## src/rtl/cpu_pkg.sv

```systemverilog
// Shared CPU definitions: fetch FSM states, the canonical NOP and the
// default reset address used by the fetch stage.
package cpu_pkg;

  typedef enum logic [2:0] {
    FETCH,
    WAIT,
    HOLD,
    DRAIN,
    FAULT
  } fetch_state_t;

  // addi x0, x0, 0
  localparam logic [31:0] NOP_INST         = 32'h0000_0013;
  localparam logic [31:0] DEFAULT_RESET_PC = 32'h0000_0000;

endpackage

```

## src/rtl/fetch_unit.sv

```systemverilog
// Instruction fetch stage. Keeps the PC, issues one word fetch at a time
// to instruction memory, and hands each fetched word plus its PC to the
// decoder over a valid/ready handshake. Redirects abandon the current path;
// a response already owed by memory is drained and dropped. A redirect to a
// non word-aligned target latches a sticky fault that only reset clears.
module fetch_unit
  import cpu_pkg::*;
#(
  parameter logic [31:0] RESET_PC = DEFAULT_RESET_PC
) (
  input  logic        clk,
  input  logic        rst,
  output logic        imem_req,
  output logic [31:0] imem_addr,
  input  logic        imem_gnt,
  input  logic        imem_rvalid,
  input  logic [31:0] imem_rdata,
  input  logic        redirect_valid,
  input  logic [31:0] redirect_pc,
  output logic        inst_valid,
  input  logic        inst_ready,
  output logic [31:0] instruction,
  output logic [31:0] inst_pc,
  output logic        misaligned
);

  fetch_state_t state;
  fetch_state_t state_next;
  logic [31:0]  pc;

  logic redirect_taken;
  logic misaligned_target;
  logic response_pending;
  logic capture;

  // A redirect counts everywhere except FAULT, which only reset can leave.
  assign redirect_taken    = redirect_valid && (state != FAULT);
  assign misaligned_target = (redirect_pc[1:0] != 2'b00);

  // Memory still owes a response if it granted this cycle, or if we are
  // waiting (or draining) and the response has not shown up yet.
  assign response_pending = ((state == FETCH) && imem_gnt) ||
                            (((state == WAIT) || (state == DRAIN)) && !imem_rvalid);

  // A response in WAIT is kept only when no redirect abandons it.
  assign capture = (state == WAIT) && imem_rvalid && !redirect_taken;

  // State register.
  always_ff @(posedge clk) begin
    if (rst) begin
      state <= FETCH;
    end else begin
      state <= state_next;
    end
  end

  // Next-state logic; a redirect overrides normal flow and, once the
  // outstanding response is gone, a latched or new fault wins over FETCH.
  always_comb begin
    state_next = state;
    if (redirect_taken) begin
      if (response_pending) begin
        state_next = DRAIN;
      end else if (misaligned_target || misaligned) begin
        state_next = FAULT;
      end else begin
        state_next = FETCH;
      end
    end else begin
      unique case (state)
        FETCH: if (imem_gnt)    state_next = WAIT;
        WAIT:  if (imem_rvalid) state_next = HOLD;
        HOLD:  if (inst_ready)  state_next = FETCH;
        DRAIN: if (imem_rvalid) state_next = misaligned ? FAULT : FETCH;
        FAULT: state_next = FAULT;
        default: state_next = FETCH;
      endcase
    end
  end

  // Memory-side outputs depend only on registered state and pc.
  always_comb begin
    imem_req  = (state == FETCH);
    imem_addr = pc;
  end

  // PC, decoder output register and sticky fault flag.
  always_ff @(posedge clk) begin
    if (rst) begin
      pc          <= RESET_PC;
      inst_valid  <= 1'b0;
      instruction <= NOP_INST;
      inst_pc     <= 32'h0000_0000;
      misaligned  <= 1'b0;
    end else begin
      if (redirect_taken) begin
        pc         <= redirect_pc;
        inst_valid <= 1'b0;
        if (misaligned_target) begin
          misaligned <= 1'b1;
        end
      end else if (capture) begin
        pc          <= pc + 32'd4;
        instruction <= imem_rdata;
        inst_pc     <= pc;
        inst_valid  <= 1'b1;
      end else if ((state == HOLD) && inst_ready) begin
        inst_valid <= 1'b0;
      end
    end
  end

endmodule

```

## config.mk

```make
export PLATFORM = sky130hd
export DESIGN_NAME = fetch_unit
export DESIGN_NICKNAME = d
export VERILOG_FILES = /design/src/rtl/cpu_pkg.sv /design/src/rtl/fetch_unit.sv
export SDC_FILE = /design/constraint.sdc
export NUM_CORES = 1
export LEC_CHECK = 0
export CELL_PAD_IN_SITES_DETAIL_PLACEMENT = 2
export CELL_PAD_IN_SITES_GLOBAL_PLACEMENT = 2
export CORE_MARGIN = 10
export CORE_UTILIZATION = 26
export DETAILED_ROUTE_END_ITERATION = 10
export PLACE_DENSITY_LB_ADDON = 0.1
export SETUP_SLACK_MARGIN = 0.5
export SLEW_MARGIN = 20
export SYNTH_ARGS = -nofsm -noshare
export SYNTH_HDL_FRONTEND = slang
export SYNTH_SLANG_ARGS = --single-unit
```

## constraint.sdc

```tcl
create_clock -name clk -period 3.7 [get_ports clk]
set_input_delay 0.74 -clock clk [delete_from_list [all_inputs] [get_ports clk]]
set_output_delay 0.74 -clock clk [all_outputs]
set_load 0.02 [all_outputs]
```

---- Word level (Yosys, flattened, before mapping) ----
Index checks and enable logic that the tools add are counted.
word-level totals
  bits in registers ....................... 101
  input port bits ......................... 70
  output and inout bits ................... 99
operators by class
  add/subtract/negate cells ............... 1
  eq/ne operators ......................... 9
  mux-type cells .......................... 13
  bitwise logic cells ..................... 1
  reduce and logical (&&, ||, !) cells .... 19
operators by type and width
  kind                                            number
  2-to-1 mux 32 bit                               2
  adder 32 x 3 -> 32 bit (second input constant)  1
  2-to-1 mux 3 bit                                8
  case mux 3 bit (5 select lines)                 1
  != test 3 bit (second input constant)           4
  == test 3 x 2 -> 1 bit (second input constant)  2
  logical AND 1 bit                               6
  nonzero test 2 bit                              3
  AND reduction 2 bit                             2
  AND reduction 4 bit                             1
  == test 3 x 1 -> 1 bit (second input constant)  1
  == test 3 bit (second input constant)           1
  logical NOT 3 bit                               1
  logical OR 1 bit                                3
  != test 3 x 1 -> 1 bit (second input constant)  1
  logical NOT 1 bit                               2
  2-to-1 mux 1 bit                                2
  OR reduction 2 bit                              1
  NOT 1 bit                                       1

---- Depth between registers and ports, before layout ----
Gate-level depths: netlist (run 1).
  depth after elaboration ................. 6
  mapped depth ............................ 7
  gate-level depth less buffers ........... 6

---- Worst setup path after synthesis (run 1) ----
OpenSTA, ideal clock, no wires.
  path kind ............................... in2reg
  start point ............................. input port redirect_valid
  end point ............................... register pc[16] (netlist: imem_addr[16])
  library setup time ...................... 70 ps
  data arrival time ....................... 2065 ps
  path slack .............................. 1565 ps
  stages on the path ...................... 6
  path buffers ............................ 1
  cells stage by stage .................... buf_2 -> nor2b_1 -> or2_1 -> or4_1 -> a21o_1 -> a21oi_1
on the way
  longest elaborated chain between the ends .. 4
ends and longest elaborated chain
  element                              RTL line           source
  start: declaration                   fetch_unit.sv:18   input logic redirect_valid,
  logical AND 1 bit (*)                fetch_unit.sv:37   assign redirect_taken = redirect_valid && (state != FAULT);
  logical NOT 1 bit                    fetch_unit.sv:46   assign capture = (state == WAIT) && imem_rvalid && !redirect_taken;
  logical AND 1 bit                    fetch_unit.sv:46
  nonzero test 2 bit (no source line)  -
  end signal: assignment               fetch_unit.sv:97   pc <= redirect_pc;
  end signal: assignment               fetch_unit.sv:103  pc <= pc + 32'd4;
  end: declaration                     fetch_unit.sv:29   logic [31:0] pc;
Every way passes the cells marked *; elsewhere a longest branch is shown, timed or not.
A chain may end at the register's enable or synchronous reset.

---- Worst setup path after layout (run 1) ----
  start point ............................. input port redirect_valid
  end point ............................... register pc[27] (netlist: imem_addr[27])
Same word-level chain as after synthesis.

==> metrics.md, run 1 <==
| Metric | Value |
|---|---|
| Gp weighted congestion | just under 0.8 |
| Hold path start | instruction[29] |
| Slew HR | between 40% and 50% |
| Clock Path Buffers | 2 |
| Post-Synth Adder-Cell Area | less than 1% |
| Die W | around 150 µm |
| Placed insts | roughly 910 |
| Final Power | 2800 µW |
| Syn nets | approximately 630 |
| Initial core utilization | 26.5% |
| Syn Inst Count | 556 |
| Hold Vio Cnt, Final | 0 |
| Via density | 5.05 |
| F_max | 0.379 GHz |
| Mux contribution to synthesized area | less than 1% |
| GR Overflow Total | 0 |
| Layout Skew | 6.59 ps |
| Yosys reg bits | 101 |
| GRT Overall Usage | 17.4% |
| Yosys warns | 0 |
| Avg Synthesized Cell Area | 7.89 µm² |
| Reg2reg start | imem_addr[8] |
| Std-Cell Rows | 47 |
| Post-synth EDFFs | 0 |
| Max FO, Critical Path | 15 |
| H-tree depth | 3 |
| Syn Std Cell Area | 4390 µm² |
| Top post-synthesis cells by count | nand2_1, dfxtp_1, a21oi_1 |
| Die height | 150 µm |
| Pin count of the biggest net entering global routing | 70 |
| CTS tree | built |
| First-pass GRT wire length | 30.7 mm |
| Port Buffer Count | 168 |
| Routed WL | 19.4 mm |
| Root buf cell | clkbuf_16 |
| Worst reg2reg setup slack | 1450 ps |
| DP HPWL | 14.3 mm |
| R2r worst-path depth | 5 |
| Skew-Pair Late Insertion Delay | 350 ps |
| Status | completed |
| RSZ-0062 raised after global routing | false |
| Yosys cell types | 56 |
| Post-synthesis to final-layout area growth | 49.7% |
| Most numerous cell in the Yosys netlist | nand2_1 |
| VDD IR max | 0.219 mV |
| Worst setup endpoint | imem_addr[27] |
| CP startpoint kind | input port |
| Critical Path RT | 3910 ps |
| Simple-gate area share of the yosys netlist | 26.9% |
| Number of diodes | 0 |
| Vias in the first global route | slightly above 5k |
| Clock-pin slew on the worst setup and hold paths | about 70 ps |
| Pleak | 0.00219 µW |
| Asr flop ratio synth | 0% |
| Routed length per instance | ~21 µm |
| Period utilization | 71.4% |
| Synth Area in XOR/XNOR | under 10% |
| Final setup violation count | 0 |
| RR Endpoint | imem_addr[23] |
| Count of final max-slew check failures | 0 |
| Synth area leaders | dfxtp_1, nand2_1, a21oi_1 |
| TritonCTS Buffers | 9 |
| Vias after detailed routing | 4695 |
| Die footprint | 22500 µm² |
| Layout Cells excl Fill | 929 |
| Initial antenna violation count | 2 |
| Fin util | 39.6% |
| Hold Buf Count CTS | 0 |
| Setup crit start | redirect_valid |
| PostCTS Resize Cnt | 0 |
| Worst path arrival time | 2850 ps |
| Worst slew pin tran | 796 ps |
| Post-Route Setup TNS | 0 ps |
| Drt first pass iters | 4 |
| Post-synth top flop | dfxtp_1 |
| Compound-Gate Fraction of Synth Area | 18.6% |
| Critical Path End Type | register |
| Initial DRC count | 262 |
| Top Ports | 169 |
| Yosys top cell area share | between 40% and 50% |
| Setup bufs post-CTS | 0 |
| Nets@finish | 776 |
| Seq/Total Area, Yosys | 46.1% |
| Hold Path Class | register to register |
| Largest area contributor in the netlist | dfxtp_1 |
| Core footprint | around 17000 µm² |
| Remaining DRCs | 0 |
| Max-cap viol count | 0 |
| Share of cells above drive strength 1 | 5.22% |
| Crit Path Category | input port to register |
| Routed Antenna Nets | 0 |
| Clock sinks | 101 |
| Fin Hold WS | 457 ps |
| Main combinational cell family by area after synthesis | simple AND/OR/NAND/NOR gates |
| Final Critical Period | around 2600 ps |
| Pwr Density | 426 nW/µm² |
==> flip-flops by register name (all words and copies together), names as in the netlist <==
signal       flops
imem_addr       32
state            3
inst_pc         32
inst_valid       1
misaligned       1
instruction     32
==> per-stage QoR <==
step	instance area (µm²)	setup WS, ps
2_1_floorplan	4390	1560
4_1_cts	6570	1080
3_5_place_dp	6250	712
3_3_place_gp	6250	810
5_1_grt	6570	886
6_report	6570	1060
==> worst min-delay path by stage <==
stage | end | slack [ps] | depth (start not counted)
2_1_floorplan | inst_pc[23] | 530 | 2
3_3_place_gp | instruction[18] | 440 | 2
3_5_place_dp | instruction[29] | 450 | 2
4_1_cts | instruction[29] | 460 | 2
5_1_grt | inst_pc[4] | 480 | 2
6_report | instruction[29] | 460 | 2
==> worst max-delay path, cell delays in order <==
cell             delay, ps
clkdlybuf4s50_1        650
nor2b_1                340
or2_1                  320
buf_4                  290
nor3_2                 110
o21ai_0                250
o311ai_1               140
==> metal layers <==
metal	global-route usage (%)	part of all wire, %	vias to the layer above
li1	-	-	2235
met4	3.98	1.5	2
met3	7.76	8.7	17
met1	19.5	41	2310
met5	0	0.041	-
met2	29.5	49	131
==> final cells by class <==
class	count	area (µm²)
Inverter	4	15.0
Fill cell	1878	10000
Multi-Input combinational cell	409	2170
Clock buffer	11	243
Sequential cell	101	2020
Timing Repair Buffer	180	1770
Clock inverter	4	72.6
Tap cell	220	275
==> power by group <==
| group | total [µW] | internal, µW | switching, µW |
|---|---|---|---|
| sequential | 1250 | 1140 | 104 |
| combinational | 523 | 247 | 276 |
| clock | 1030 | 607 | 421 |
==> cell usage in the layout, fill, tap and decap left out, drive strengths merged, types with 2 or more instances in the layout <==
cell           count
clkdlybuf4s50    167
nand2            156
dfxtp            101
a21oi             81
nor2              23
nand4             14
buf               13
a22oi             12
nand3             12
clkbuf            11
o21ai             10
nor3              10
and3               8
o22ai              8
xnor2              8
xor2               7
nor4               6
o311ai             5
inv                4
a31oi              4
nand3b             4
a221oi             3
a211oi             3
nor2b              2
nand2b             2
mux2i              2
and4               2
and2               2
a311oi             2
or3                2
or4                2
a32oi              2
bufinv             2
or2                2
==> cell families (layout without fill, tap and decap cells) <==
kind of cell               Yosys count  after routing
buffers and inverters               46            199
AOI/OAI and AO/OA                  138            138
muxes                                3              3
adders and majority gates            1              1
xor gates and xnor gates            15             15
DFF                                101            101
and+or+nand+nor                    252            252
No activity file was read; power rests on OpenSTA's default activity.
==> inputs of run 2 (changes only) <==
--- a/config.mk
+++ b/config.mk
@@ -8,7 +8,7 @@
 export CELL_PAD_IN_SITES_DETAIL_PLACEMENT = 2
 export CELL_PAD_IN_SITES_GLOBAL_PLACEMENT = 2
 export CORE_MARGIN = 10
-export CORE_UTILIZATION = 26
+export CORE_UTILIZATION = 22
 export DETAILED_ROUTE_END_ITERATION = 10
 export PLACE_DENSITY_LB_ADDON = 0.1
 export SETUP_SLACK_MARGIN = 0.5
==> constraint.sdc (replaced) <==
create_clock -name clk -period 2.23 [get_ports clk]
set_input_delay 0.446 -clock clk [delete_from_list [all_inputs] [get_ports clk]]
set_output_delay 0.446 -clock clk [all_outputs]
set_load 0.02 [all_outputs]
==> run 2 against run 1 <==
  * Sequential power grew 62%
  * Clock power up 65%
  * First-iteration DRC count decreased by 35%
  * Die area is 16% higher
  * Cell count increased by 11%
  * Clock skew increased by 1.3 ps
  * Register-to-register slack lost 960 ps
==> metrics.md, run 2 (same netlist as run 1, synthesis figures left out) <==
| Metric | Value |
|---|---|
| Hold depth | 2 |
| Internal power | approximately 3300 µW |
| Nets@finish | 836 |
| Instance area at placement | approximately 6700 µm² |
| Worst path cell trace | nand4_4 > nor4_4 > nand4_1 > or4_1 > a31oi_1 |
| CP startpoint kind | register |
| Global-route track usage on met3 | 4.45% |
| Final Power | 4750 µW |
| Met1 usage | between 10% and 20% |
| Die W | about 160 µm |
| Core footprint | around 20000 µm² |
| Buf+Inv Stages, Crit Path | 0 |
| First-pass GRT wire length | roughly 31 mm |
| Port Buffer Count | approximately 170 |
| Remaining DRCs | 0 |
| Busiest grt layer | met2 |
| Gate power share | between 20% and 30% |
| Worst path arrival time | around 2000 ps |
| VDD IR max | 0.380 mV |
| GRT Overall Usage | 15.1% |
| F_max | 0.574 GHz |
| Pleak | 0.00294 µW |
| TritonCTS Buffers | 9 |
| Routed WL | 20.4 mm |
| RSZ-0062 raised after global routing | true |
| Clock Path Buffers | 2 |
| Count of final max-slew check failures | 0 |
| Period utilization | 78.2% |
| H-tree depth | 3 |
| Post-synthesis to final-layout area growth | 63.9% |
| Via density | 4.74 |
| Share of cells above drive strength 1 | 17.3% |
| DP HPWL | 15.1 mm |
| Std-Cell Rows | 51 |
| Vias after detailed routing | 4911 |
| Layout Cells excl Fill | 1035 |
| Post-route cell area | 7190 µm² |
| Hold Path Class | register to register |
| Top Ports | 169 |
| Register share of total power | a little over two fifths |
| Final setup violation count | 0 |
| CP max stage cell | or4_1 |
| GR Overflow Total | 0 |
| Leading cell types in the layout, fill and taps excluded | nand2_1, dlygate4sd2_1, a21oi_1 |
| Routed length per instance | 19.7 µm |
| Pwr Density | ~660 nW/µm² |
| Fin Hold WS | 454 ps |
| Clock sinks | 101 |
| Gp weighted congestion | 0.777 |
| Max FO, Critical Path | 6 |
| Pin count of the biggest net entering global routing | 77 |
| Die footprint | 26000 µm² |
| CP peak stage delay | around 440 ps |
| Sw power | 1410 µW |
| Max-cap viol count | 0 |
| Die height | 161 µm |
| Hold EP | inst_pc[9] |
| Clock-pin slew on the worst setup and hold paths | 70 ps |
| CTS tree | built |
| Critical Path RT | 2500 ps |
| Worst slew pin tran | ~850 ps |
| Commonest non-fill, non-tap cell in the layout | nand2_1 |
| Initial antenna violation count | 1 |
| Routed Antenna Nets | 0 |
| Slew HR | 43.1% |
| Initial DRC count | 171 |
| Final Critical Period | between 1500 and 2000 ps |
| Hold path start | inst_pc[9] |
| Drt first pass iters | 4 |
| Vias in the first global route | 5337 |
| CP top delay family | simple AND/OR/NAND/NOR gates |
| Fillers | 2228 |
| Layout Skew | 7.91 ps |
| Critical Path End Type | register |
| Initial core utilization | 22.5% |
| Status | completed |
| Hold Vio Cnt, Final | 0 |
| Worst reg2reg setup slack | 490 ps |
| R2r worst-path depth | 5 |
| Clk pwr share | 35.8% |
| Met2 global-route usage | 27.6% |
| Sw frac | 29.6% |
| Placed insts | a little under 1k |
| Crit Path Category | register to register |
| Root buf cell | clkbuf_16 |
| RR Endpoint | imem_addr[26] |
| Reg2reg start | imem_addr[14] |
| Skew-Pair Late Insertion Delay | 350 ps |
## run 2: changes by cell type in the layout (fill, tap and decap cells not counted), sizes merged
cell	delta
buf	+58
bufinv	-1
clkbuf	+4
clkdlybuf4s15	+5
clkdlybuf4s50	-101
clkinv	+1
clkinvlp	-1
diode	+1
dlygate4sd2	+95
## run 2: layout make-up
cell class / instances / area, µm² / area share [%]
sequential: 101 / 2090 / 29.0
antenna: 1 / 2.50 / 0.0348
tap: 265 / 332 / 4.61
multi-input combinational: 409 / 2250 / 31.3
timing repair buffer: 240 / 2190 / 30.5
clock buffer: 12 / 268 / 3.72
inverter: 4 / 15.0 / 0.209
clock inverter: 3 / 43.8 / 0.609
## run 2: power groups by stage
stage | sequential [µW] | clock [µW] | combinational [µW]
global route | 2050 | 1850 | 1110
finish | 2030 | 1700 | 1020
CTS | 2040 | 1760 | 986
floorplan | 2140 | 0 | 360
detailed placement | 2090 | 0 | 1000
global placement | 2080 | 0 | 983
## run 2: how the worst max path moves through the flow
| stage | startpoint | to | slack, ps | cells past startpoint |
|---|---|---|---|---|
| after floorplan | redirect_valid | imem_addr[16] | 420 | 6 |
| after global placement | redirect_valid | imem_addr[16] | -20 | 6 |
| after detailed placement | redirect_valid | instruction[25] | -110 | 8 |
| after CTS | state[2] | imem_req | 480 | 2 |
| after global routing | imem_addr[14] | imem_addr[26] | 390 | 5 |
| final | imem_addr[14] | imem_addr[26] | 490 | 5 |
## run 2: tightest hold or removal path, delay by kind of cell, from the launching register on
family,cells,cell delay (ps)
AO/OA/AOI/OAI,1,50
flip-flops,1,310
AND/OR/NAND/NOR,1,50
## run 2: repair_timing
action / 4_1_cts / 5_1_grt
setup buffers: 10 / 14
cloned: 0 / 1
gates resized for setup: 129 / 20
hold buffers: 0 / 0
pin swaps: 7 / 9
setup endpoints to repair: 193 / 48
## run 2: per-stage QoR
stage,utilization [%],setup WS (ps),TNS (ps)
floorplan,-,421,0
global placement,34.2,-23.8,-45.9
detailed placement,34.2,-111,-1830
CTS,35.9,478,0
global route,36.8,390,0
finish,36.8,487,0
## run 2: routing by layer
layer | vias to the layer above | wire length (µm)
met4 | 0 | 164
met5 | - | 0
met2 | 96 | 10700
met1 | 2447 | 8520
li1 | 2358 | -
met3 | 10 | 1080
==> inputs of run 3 (changes only) <==
==> constraint.sdc (replaced) <==
create_clock -name clk -period 1.55 [get_ports clk]
set_input_delay 0.31 -clock clk [delete_from_list [all_inputs] [get_ports clk]]
set_output_delay 0.31 -clock clk [all_outputs]
set_load 0.02 [all_outputs]
==> run 3 against run 2 <==
  * The flow now finishes with violations (setup timing)
  * Critical path depth rose by 3
  * Clock power rose by 43%
  * Via count rose by 20%
  * Combinational power rose to 2.7 times the previous value
  * Cell count rose by 15%
  * Core utilization rose by 17 points
  * First-iteration DRC count rose by 83%
  * Global-route usage rose by 3.4 points
  * Flip-flop and latch count did not move
  * Non-clock buffer count rose by 151
  * Maximum frequency fell by 10%
==> metrics.md, run 3 (same netlist as run 1, synthesis figures left out) <==
| Metric | Value |
|---|---|
| Status | finished, violations left |
| Failing checks | setup timing |
| Hold Path Class | input port to register |
| Routed WL | 31.4 mm |
| Final worst slack | -388 ps |
| R2r worst-path depth | 8 |
| Hold Buf Count CTS | 0 |
| Core footprint | 19500 µm² |
| Die footprint | 26000 µm² |
| Vias after detailed routing | 5887 |
| Gp weighted congestion | 0.789 |
| Leading cell types in the layout, fill and taps excluded | buf_6, buf_4, nand2_1 |
| Share of cells above drive strength 1 | 71.1% |
| CTS tree | built |
| Period utilization | 125% |
| Pleak | 0.00432 µW |
| Max FO, Critical Path | 6 |
| Initial DRC count | between 300 and 400 |
| VDD IR max | between 0.5 and 0.6 mV |
| Routed Antenna Nets | 0 |
| Initial antenna violation count | 0 |
| Fin Hold WS | 368 ps |
| Worst slew pin tran | 497 ps |
| Slew HR | between 60 and 70% |
| Root buf cell | clkbuf_16 |
| Drt first pass iters | 4 |
| Via density | 4.96 |
| Skew-Pair Late Insertion Delay | 370 ps |
| Layout Skew | 13.4 ps |
| Number of diodes | 0 |
| Final Critical Period | just under 2000 ps |
| Critical Path End Type | register |
| Count of final max-slew check failures | 0 |
| Worst path arrival time | between 2000 and 2500 ps |
| TritonCTS Buffers | 9 |
| Setup crit start | state[2] |
| Hold path start | rst |
| Top Ports | approximately 170 |
| Worst setup endpoint | imem_addr[23] |
| Remaining DRCs | 0 |
| Clock sinks | around 100 |
| Hold Vio Cnt, Final | 0 |
| H-tree depth | 3 |
| CP startpoint kind | register |
| Reg2reg start | state[2] |
| Post-synthesis to final-layout area growth | 138% |
| Clock-pin slew on the worst setup and hold paths | 80 ps |
| Routed length per instance | approximately 26 µm |
| Final setup violation count | 99 |
| Vias in the first global route | 6208 |
| Max-cap viol count | 0 |
| Initial core utilization | 22.5% |
| Pwr Density | 778 nW/µm² |
| Nets@finish | between 900 and 1k |
| RSZ-0062 raised after global routing | true |
| Commonest non-fill, non-tap cell in the layout | buf_6 |
| Clock Path Buffers | 2 |
| Worst reg2reg setup slack | -390 ps |
| Crit Path Category | register to register |
| GR Overflow Total | 0 |
| F_max | 0.516 GHz |
| Critical Path RT | between 1500 and 2000 ps |
| RR Endpoint | imem_addr[23] |
| Die W | around 160 µm |
| Std-Cell Rows | 51 |
| Port Buffer Count | 168 |
| Pin count of the biggest net entering global routing | a little over 60 |
| GRT Overall Usage | between 10% and 20% |
| Place WS | -671 ps |
| Die height | approximately 160 µm |
| First-pass GRT wire length | 37.8 mm |
| DP HPWL | 16.0 mm |
run 3: worst min path at each step:
stage                          endpoint  slack [ps]  cells after the start
after floorplan           imem_addr[21]         430                      2
after global placement      inst_pc[19]         440                      2
after detailed placement    inst_pc[21]         450                      2
after CTS                   inst_pc[27]         350                      3
after global routing        inst_pc[27]         360                      3
final                       inst_pc[27]         370                      3
run 3: metrics by stage:
step                utilization [%]  setup TNS, ps  cells  cell area [µm²]  power, µW
floorplan                         -           -830    556             4650       3680
global placement               36.6         -39460   1045             7140       4580
detailed placement             36.6         -44920   1045             7140       4640
CTS                            46.3          -9710   1116             9040       7570
global route                   53.5         -26610   1186            10400       8430
finish                         53.5         -21270   1186            10400       8120
run 3: where the power goes:
part | switching, µW | total [µW] | internal, µW
Sequential | 161 | 2910 | 2750
Clock | 1190 | 2430 | 1240
Combinational | 1370 | 2790 | 1420
Total | 2710 | 8120 | 5410
run 3: final cells by class:
class / count / area, µm²
Fill cell: 1965 / 9090
Clock inverter: 4 / 27.5
Sequential cell: 101 / 2210
Multi-Input combinational cell: 409 / 3300
Tap cell: 265 / 332
Clock buffer: 12 / 268
Timing Repair Buffer: 391 / 4280
Inverter: 4 / 17.5
run 3: timing repair:
item,CTS,global route
buffers inserted,44,65
pin swaps,49,111
endpoints found under the setup margin,200,200
hold endpoints to repair,0,0
gates resized for setup,847,208
cloned,11,5
run 3: per-layer routing:
metal  vias to the layer above  wire length, µm  global-route usage, %  part of all wire (%)
li1                       2671                -                      -                     -
met1                      2988            12000                   20.1                    38
met2                       164            17000                   35.0                    54
met3                        64             1340                   4.37                   4.3
met4                         0             1090                   4.92                   3.5
met5                         -                0                      0                     0
run 3: worst max-delay path: stages, from the launching register on:
cell and delay [ps]:
dfxtp_4 370, buf_4 160, nor4bb_4 280, buf_4 190, buf_6 140, and3_1 200, nand3_1 110, xor2_1 170
a211oi_1 220
